## src/rtl/weight_port_arbiter_pkg.sv

```systemverilog
// Shared weight_store definitions: default port widths, tensor selects,
// arbiter state encodings and index-width helper.
package weight_port_arbiter_pkg;

  localparam int DEF_SEL_W  = 6;
  localparam int DEF_ADDR_W = 16;
  localparam int DEF_DATA_W = 8;

  typedef enum logic [5:0] {
    TOK_EMB  = 6'd0,
    POS_EMB  = 6'd1,
    ATTN_QKV = 6'd2,
    ATTN_OUT = 6'd3,
    LN1_GAIN = 6'd4,
    MLP_FC   = 6'd5,
    MLP_PROJ = 6'd6,
    LN2_GAIN = 6'd7,
    LNF_GAIN = 6'd8,
    LM_HEAD  = 6'd9
  } tensor_sel_e;

  localparam logic [0:0] ST_IDLE   = 1'b0;
  localparam logic [0:0] ST_LOCKED = 1'b1;

  function automatic int idx_width(input int n);
    return (n > 1) ? $clog2(n) : 1;
  endfunction

endpackage

```

## src/rtl/weight_port_arbiter_rr_arbiter.sv

```systemverilog
// Combinational round-robin pick: rotate requests by the pointer, isolate the
// lowest set bit, rotate back. Also reports the winner index.
module rr_arbiter
  import weight_port_arbiter_pkg::*;
#(
  parameter int N     = 4,
  parameter int IDX_W = idx_width(N)
) (
  input  logic [N-1:0]     req_i,
  input  logic [IDX_W-1:0] ptr_i,
  output logic [N-1:0]     gnt_o,
  output logic [IDX_W-1:0] idx_o,
  output logic             any_o
);

  logic [2*N-1:0] req_dbl;
  logic [2*N-1:0] gnt_dbl;
  logic [N-1:0]   rot;
  logic [N-1:0]   pick;

  always_comb begin
    req_dbl = {req_i, req_i} >> ptr_i;
    rot     = req_dbl[N-1:0];
    // two's-complement trick keeps only the lowest set bit
    pick    = rot & (~rot + N'(1));
    gnt_dbl = {pick, pick} << ptr_i;
    gnt_o   = gnt_dbl[2*N-1:N];
    idx_o   = '0;
    for (int i = 0; i < N; i++) begin
      if (gnt_o[i]) idx_o = IDX_W'(i);
    end
  end

  assign any_o = |req_i;

endmodule

```

## src/rtl/weight_port_arbiter.sv

```systemverilog
// Round-robin arbiter with burst lock for the shared weight_store read port.
// Optional per-requester stall counters: define WEIGHT_ARB_STALL_CNT_EN.
module weight_port_arbiter
  import weight_port_arbiter_pkg::*;
#(
  parameter int NUM_REQ = 4,
  parameter int SEL_W   = DEF_SEL_W,
  parameter int ADDR_W  = DEF_ADDR_W,
  parameter int DATA_W  = DEF_DATA_W
) (
  input  logic                      clk_i,
  input  logic                      rst_ni,
  input  logic [NUM_REQ-1:0]        req_i,
  input  logic [NUM_REQ-1:0]        lock_i,
  input  logic [NUM_REQ*SEL_W-1:0]  req_sel_i,
  input  logic [NUM_REQ*ADDR_W-1:0] req_addr_i,
  output logic [NUM_REQ-1:0]        gnt_o,
  output logic [NUM_REQ-1:0]        rvalid_o,
  output logic [DATA_W-1:0]         rdata_o,
  output logic [SEL_W-1:0]          w_sel_o,
  output logic [ADDR_W-1:0]         w_addr_o,
  input  logic [DATA_W-1:0]         w_data_i,
  output logic                      busy_o,
  output logic [NUM_REQ*16-1:0]     stall_cnt_o
);

  localparam int IDX_W = idx_width(NUM_REQ);

  logic [0:0]         state_q, state_d;
  logic [IDX_W-1:0]   owner_q, owner_d;
  logic [IDX_W-1:0]   rr_ptr_q, rr_ptr_d;
  logic [NUM_REQ-1:0] rvalid_q;
  logic [NUM_REQ-1:0] rr_gnt;
  logic [IDX_W-1:0]   rr_idx;
  logic               rr_any;
  logic [NUM_REQ-1:0] gnt;
  logic [SEL_W-1:0]   sel_q, sel_mux;
  logic [ADDR_W-1:0]  addr_q, addr_mux;

  function automatic logic [IDX_W-1:0] next_idx(input logic [IDX_W-1:0] i);
    if (int'(i) >= NUM_REQ - 1) return '0;
    return i + IDX_W'(1);
  endfunction

  rr_arbiter #(
    .N     (NUM_REQ),
    .IDX_W (IDX_W)
  ) u_rr (
    .req_i (req_i),
    .ptr_i (rr_ptr_q),
    .gnt_o (rr_gnt),
    .idx_o (rr_idx),
    .any_o (rr_any)
  );

  always_comb begin
    state_d  = state_q;
    owner_d  = owner_q;
    rr_ptr_d = rr_ptr_q;
    gnt      = '0;
    if (state_q == ST_IDLE) begin
      gnt = rr_gnt;
      if (rr_any) begin
        if (lock_i[rr_idx]) begin
          state_d = ST_LOCKED;
          owner_d = rr_idx;
        end else begin
          rr_ptr_d = next_idx(rr_idx);
        end
      end
    end else begin
      // owner keeps the port; a dropped req with lock held is a bubble
      gnt = req_i & (NUM_REQ'(1) << owner_q);
      if (!lock_i[owner_q]) begin
        state_d  = ST_IDLE;
        rr_ptr_d = next_idx(owner_q);
      end
    end
  end

  assign gnt_o = rst_ni ? gnt : '0;

  always_ff @(posedge clk_i or negedge rst_ni) begin
    if (!rst_ni) begin
      state_q  <= ST_IDLE;
      owner_q  <= '0;
      rr_ptr_q <= '0;
      rvalid_q <= '0;
    end else begin
      state_q  <= state_d;
      owner_q  <= owner_d;
      rr_ptr_q <= rr_ptr_d;
      rvalid_q <= gnt_o & req_i;
    end
  end

  always_comb begin
    sel_mux  = sel_q;
    addr_mux = addr_q;
    for (int k = 0; k < NUM_REQ; k++) begin
      if (gnt_o[k]) begin
        sel_mux  = req_sel_i[k*SEL_W +: SEL_W];
        addr_mux = req_addr_i[k*ADDR_W +: ADDR_W];
      end
    end
  end

  // Address is held without a grant so the BRAM inputs stay quiet.
  always_ff @(posedge clk_i) begin
    if (|gnt_o) begin
      sel_q  <= sel_mux;
      addr_q <= addr_mux;
    end
  end

  assign w_sel_o  = sel_mux;
  assign w_addr_o = addr_mux;
  assign rvalid_o = rvalid_q;
  assign rdata_o  = w_data_i;
  assign busy_o   = (state_q == ST_LOCKED);

`ifdef WEIGHT_ARB_STALL_CNT_EN
  logic [NUM_REQ*16-1:0] stall_q;

  always_ff @(posedge clk_i or negedge rst_ni) begin
    if (!rst_ni) begin
      stall_q <= '0;
    end else begin
      for (int k = 0; k < NUM_REQ; k++) begin
        if (req_i[k] && !gnt_o[k] && (stall_q[k*16 +: 16] != 16'hFFFF))
          stall_q[k*16 +: 16] <= stall_q[k*16 +: 16] + 16'd1;
      end
    end
  end

  assign stall_cnt_o = stall_q;
`else
  assign stall_cnt_o = '0;
`endif

endmodule

```

## config.mk

```make
export PLATFORM = sky130hd
export DESIGN_NAME = weight_port_arbiter
export DESIGN_NICKNAME = d
export VERILOG_FILES = /design/src/rtl/weight_port_arbiter_pkg.sv /design/src/rtl/weight_port_arbiter_rr_arbiter.sv /design/src/rtl/weight_port_arbiter.sv
export SDC_FILE = /design/constraint.sdc
export NUM_CORES = 1
export LEC_CHECK = 0
export CAP_MARGIN = 20
export CORE_MARGIN = 4
export CORE_UTILIZATION = 35
export DETAILED_ROUTE_END_ITERATION = 16
export PLACE_DENSITY = 0.79
export SETUP_SLACK_MARGIN = 0.2
export SKIP_LAST_GASP = 1
export SYNTH_ARGS = -nofsm -noshare
export SYNTH_HDL_FRONTEND = slang
export SYNTH_SLANG_ARGS = --single-unit
```

## constraint.sdc

```tcl
create_clock -name clk_i -period 3.15 [get_ports clk_i]
set_input_delay 0.4725 -clock clk_i [delete_from_list [all_inputs] [get_ports clk_i]]
set_output_delay 0.4725 -clock clk_i [all_outputs]
set_load 0.02 [all_outputs]
```

## Word level (Yosys, flattened, before mapping)

Cells that the tools add are included.

- Bitwise gates (word level): 5
- Muxes and demuxes: 36
- Shift operators: 3
- Reduce and logical (&&, ||, !) cells: 5
- Eq/ne operators: 2
- $add $sub $neg: 3
- Div/mod/pow operators: 0
- $lt $le $gt $ge: 4
- Multiply operators: 0

Operators with widths:

| cell | number |
|---|---|
| 16-bit two-way mux | 4 |
| 6-bit two-way mux | 4 |
| 2-bit two-way mux | 10 |
| 1-bit two-way mux | 14 |
| 4-bit AND | 3 |
| 4-bit two-way mux | 2 |
| 4-bit OR reduction | 2 |
| 8-bit by 2-bit << shifter with 8-bit output | 1 |
| 8-bit by 2-bit >> shifter with 4-bit output | 1 |
| 2-bit by 3-bit less-than comparator with 1-bit output (second input constant) | 2 |
| 3-bit AND reduction | 2 |
| 2-bit by 1-bit adder with 2-bit output (second input constant) | 2 |
| 4-bit by 1-bit adder with 4-bit output (second input constant) | 1 |
| 1-bit binary-select mux with 2-bit select | 2 |
| 2-bit >= comparator (second input constant) | 2 |
| 2-bit inequality test (second input constant) | 2 |
| 4-bit inverter | 1 |
| 1-bit by 2-bit << shifter with 4-bit output (first input constant) | 1 |
| 2-bit nonzero test | 1 |
| 1-bit inverter | 1 |

- Output and inout bits: 103
- ROM bits: 0
- Input port bits: 106
- Latch bits: 0
- RAM bits: 0
- Register bits: 31
- Memories kept: 0
- Logic and storage cells: 64

## Depth between registers and ports, before layout

- Depth in word-level cells: 17
- Depth in mapped cells: 9
- Gate-level depth less buffers: 8

## Hierarchy

From an unflattened synthesis, not the netlist that was laid out.

- Cells, all modules: 311
- Area, all modules: 3,032.9 um^2

By module, submodules not included:

| module | sequential area each (um^2) | area each (um^2) | instances | cells each |
|---|---|---|---|---|
| weight_port_arbiter | 885.8 | 2,807.7 | 1 | 277 |
| rr_arbiter | 0.0 | 225.2 | 1 | 34 |

## Worst setup path before layout

OpenSTA, ideal clock, no wires.

- Kind: input-to-reg
- Start: in req_i[0]
- End: reg addr_q[0], enable pin
- Stages: 7
- Library setup time: 471 ps
- Arrival time: 2,037 ps
- Required time: 2,679 ps
- Setup slack: 643 ps
- Path buffers: 2
- Cells stage by stage: buf_2 > nand2b_1 > a21oi_1 > nor3_1 > o21ai_2 > buf_2 > nand3_1

- Word-level cells in the longest chain between the ends: 8
- Elaborated cells between the ends (all ways): 9
- Those cells by class: add/sub: 1; shift: 2; mux: 2; bitwise: 3; reduce/logical: 1

RTL lines:

| element | line | RTL |
|---|---|---|
| start, declared | weight_port_arbiter.sv:13 | `input logic [NUM_REQ-1:0] req_i,` |
| 8-bit by 2-bit >> shifter with 4-bit output | weight_port_arbiter_rr_arbiter.sv:22 | `req_dbl = {req_i, req_i} >> ptr_i;` |
| 4-bit inverter | weight_port_arbiter_rr_arbiter.sv:25 | `pick = rot & (~rot + N'(1));` |
| 4-bit by 1-bit adder with 4-bit output | weight_port_arbiter_rr_arbiter.sv:25 |  |
| 4-bit AND | weight_port_arbiter_rr_arbiter.sv:25 |  |
| 8-bit by 2-bit << shifter with 8-bit output | weight_port_arbiter_rr_arbiter.sv:26 | `gnt_dbl = {pick, pick} << ptr_i;` |
| 4-bit two-way mux * | weight_port_arbiter.sv:61 | `if (state_q == ST_IDLE) begin` |
| 4-bit two-way mux * | weight_port_arbiter.sv:81 | `assign gnt_o = rst_ni ? gnt : '0;` |
| 4-bit OR reduction * | weight_port_arbiter.sv:110 | `if (\|gnt_o) begin` |
| end signal, assigned | weight_port_arbiter.sv:112 | `addr_q <= addr_mux;` |
| end, declared | weight_port_arbiter.sv:38 | `logic [ADDR_W-1:0] addr_q, addr_mux;` |

Every way passes the cells marked *; elsewhere a longest branch is shown, timed or not.
A chain may end at the register's enable or synchronous reset.

## Worst setup path in the final report

- Start: in req_i[3]
- End: out w_sel_o[0]

- Word-level cells in the longest chain between the ends: 11
- Elaborated cells between the ends (all ways): 12
- Those cells by class: add/sub: 1; shift: 2; mux: 6; bitwise: 3

RTL lines:

| element | line | RTL |
|---|---|---|
| 8-bit by 2-bit >> shifter with 4-bit output | weight_port_arbiter_rr_arbiter.sv:22 |  |
| 4-bit inverter | weight_port_arbiter_rr_arbiter.sv:25 |  |
| 4-bit by 1-bit adder with 4-bit output | weight_port_arbiter_rr_arbiter.sv:25 |  |
| 4-bit AND | weight_port_arbiter_rr_arbiter.sv:25 |  |
| 8-bit by 2-bit << shifter with 8-bit output | weight_port_arbiter_rr_arbiter.sv:26 |  |
| 4-bit two-way mux * | weight_port_arbiter.sv:61 |  |
| 4-bit two-way mux * | weight_port_arbiter.sv:81 |  |
| 6-bit two-way mux (3 in a row) | weight_port_arbiter.sv:101 | `if (gnt_o[k]) begin` |
| 6-bit two-way mux * | weight_port_arbiter.sv:101 |  |
| end, declared | weight_port_arbiter.sv:20 | `output logic [SEL_W-1:0] w_sel_o,` |

Marked as above.

==> results.tsv <==
metric	value	unit
outcome	finished clean	
critical path type	in -> out	
final hold viol count	0	
leading register cell type out of synthesis	edfxtp_1	
Slew Limit Fails	0	
Worst Path Arrival	2.39	ns
antenna violations before repair	0	
final worst path period share	90.9	%
initial drt markers	90	
Post-CTS Hold Fix Bufs	0	
RSZ-0062 raised after global routing	true	
gr usage total	17.5	%
sequential fraction of the synthesis area	29.4	%
design area	0.00455	mm²
crit path cell chain	dlygate4sd2_1 > o21a_1 > o221ai_2 > o2111ai_4 > bufbuf_16 > mux2i_1 > a221oi_2 > mux2_4 > buf_2	
RePlAce Congestion	0.880	
share of cells above drive strength 1	26.9	%
worst vdd ir	419	µV
worst r2r dst	addr_q[3]$_DFFE_PP_	
Die W	101	µm
FMAX	0.349	GHz
post-synth top area cell	edfxtp_1	
final count of negative-setup-slack endpoints	0	
Worst Path Required	2.68	ns
Pre-antenna DRT Iters	4	
drt total wl	9400	µm
Layout Cells excl Fill	574	
PD cells	836	mW/mm²
Yosys warning count	0	
die height	101	µm
Port Buffer Count	128	
post-placement cell area	0.00428	mm²
cells on worst reg2reg path	9	
Area Growth Syn to Fin	51.1	%
H-tree depth	2	
Core Region	0.00830	mm²
num rows	33	
worst-case clock buffer depth	2	
Nets	578	
crit path max fanout	6	
CTS tree	built	
Buf/Inv on CP	3	
post-synth top area share	21.9	%
max incr delay on CP	0.33	ns
clk_skew	0.00898	ns
total of max-cap violations	0	
global-route wire length before repair	14100	µm
TNS Setup	0	ns
leakage	2.26	nW
sequential power share	22.0	%
Startpoint Class	input port	
CTS Sinks	31	
vias in the first global route	2765	
clk slew on worst S/H paths	0.06	ns
crit end category	output pin	
combinational family with the most area after synthesis	buffers and inverters	
Cells after DPL	551	
Simple-Gate Fraction of Synth Area	8.23	%
Post-Syn Area per Cell	9.65	µm²
Post-DP HPWL	7250	µm
total internal power	2.21	mW
Comb pwr share	69.9	%
#FFs+latches synth	31	
largest net degree at the start of global routing	19	
Hold Crit Class	in -> async	
die area	0.0102	mm²
Synth cell types	51	
worst setup path endpoint	w_sel_o[0]	
Synth Instances	312	
wire per inst	16.4	µm
compound-gate portion of the synthesized area	15.8	%
Final min period	2.86	ns
post-synthesis async set-or-reset flop share	29.0	%
CTS buffer count	5	
Ant. Diodes	0	
Synth Cell Area	0.00301	mm²
total global routing overflow	0	
Worst path depth	9	
switching share of power	41.8	%
Net Switching	1.59	mW
via count	2692	
Crit path max-delay family	compound AO/OA/AOI/OAI gates	
mux share of post-synthesis cell area	18.5	%
ranking of synthesized cells by area	edfxtp_1, buf_4, mux2i_1, dfrtp_1, mux2_2	
crit path launch	req_i[3]	
Via density	4.69	
Antenna Nets Post-Route	0	
XOR/XNOR Fraction of Synth Area	0	%
Clock Latency Late Sink	0.28	ns
adder-cell share of the synthesized area	1.66	%
Initial Utilization	36.3	%
Clock power frac	8.1	%
FILL cells	756	
most common cell in the netlist	buf_4	
top cells by count, synth	buf_4, inv_1, mux2i_1, nor2_1, edfxtp_1	
reg-to-reg startpoint	rr_ptr_q[0]$_DFFE_PN0P_	
Post-synth EDFFs	22	
Ports	209	
Slowest cell on crit path	bufbuf_16	
drt drc	0	
Root Buffer	clkbuf_8	
FF-to-FF setup slack	0.79	ns
-- flip-flops by register name, summed over array words and instances, names as in the netlist --
signal,cells
rr_ptr_q,2
rvalid_o,4
sel_q,6
busy_o,1
addr_q,16
owner_q,2
-- final cells by class --
class	instances	area [µm²]	share of cell area [%]
Multi-Input combinational cell	222	1680	36.9
Timing Repair Buffer	176	1640	36.1
Sequential cell	31	888	19.5
Tap cell	105	131	2.89
Inverter	32	124	2.72
Clock buffer	7	76.3	1.68
Clock inverter	1	5.00	0.110
-- cells by family after synthesis --
group | count (synthesis)
buffers and inverters | 122
AOI/OAI and AO/OA | 52
and+or+nand+nor | 52
muxes | 50
DFF | 31
adders and majority gates | 4
other | 1
-- power groups by stage --
stage	clock network [mW]	registers [mW]	logic, mW
floorplan	0	0.837	1.60
global placement	0	0.832	2.51
detailed placement	0	0.841	2.56
CTS	0.317	0.834	2.65
global route	0.342	0.858	2.86
finish	0.308	0.835	2.66
-- worst min path at each step --
| stage | from | end | slack (ns) | cells after the start |
|---|---|---|---|---|
| global placement | busy_o$_DFF_PN0_ | busy_o$_DFF_PN0_ | 0.65 | 3 |
| CTS | rst_ni | rr_ptr_q[1]$_DFFE_PN0P_ | 0.47 | 2 |
| global route | rst_ni | rr_ptr_q[1]$_DFFE_PN0P_ | 0.47 | 2 |
| detailed placement | busy_o$_DFF_PN0_ | busy_o$_DFF_PN0_ | 0.66 | 3 |
| finish | rst_ni | rr_ptr_q[1]$_DFFE_PN0P_ | 0.48 | 2 |
| floorplan | rst_ni | busy_o$_DFF_PN0_ | 0.18 | 0 |
-- cell usage in the layout, fill, tap and decap left out, drive strengths merged, types with 2 or more instances in the layout --
cell type,n
nand2b,5
mux2,24
nor3,2
a221oi,22
o21ai,5
mux2i,25
inv,31
a21oi,6
nand3b,2
and3,2
clkbuf,8
a21boi,4
conb,64
dlymetal6s2s,3
buf,69
dfrtp,9
clkdlybuf4s50,99
nor2,25
ha,4
dlygate4sd2,3
edfxtp,22
nand3,2
nand2,8
-- metrics by stage --
stage	worst slack [ns]	util (%)	power, mW	hold WS (ns)
6_report	0.286	54.8	3.80	0.479
4_1_cts	0.200	54.5	3.80	0.471
3_3_place_gp	-0.423	51.6	3.34	0.647
3_5_place_dp	-0.520	51.6	3.40	0.660
2_1_floorplan	0.643	-	2.44	0.177
5_1_grt	0.171	54.8	4.06	0.469
-- layer usage --
metal / track usage (%) / up-vias / routed length (µm)
li1: - / 1279 / -
met1: 20.6 / 1273 / 3660
met2: 32.5 / 134 / 4850
met3: 4.01 / 6 / 803
met4: 3.21 / 0 / 80
met5: 0 / - / 0
-- timing repair --
item | in CTS | in global routing
resized for setup | 126 | 11
pin swaps | 5 | 1
setup buffers | 12 | 1
gates cloned | 2 | 0
endpoints found under the setup margin | 26 | 25
Note: power is estimated with default switching activity, not from simulation.
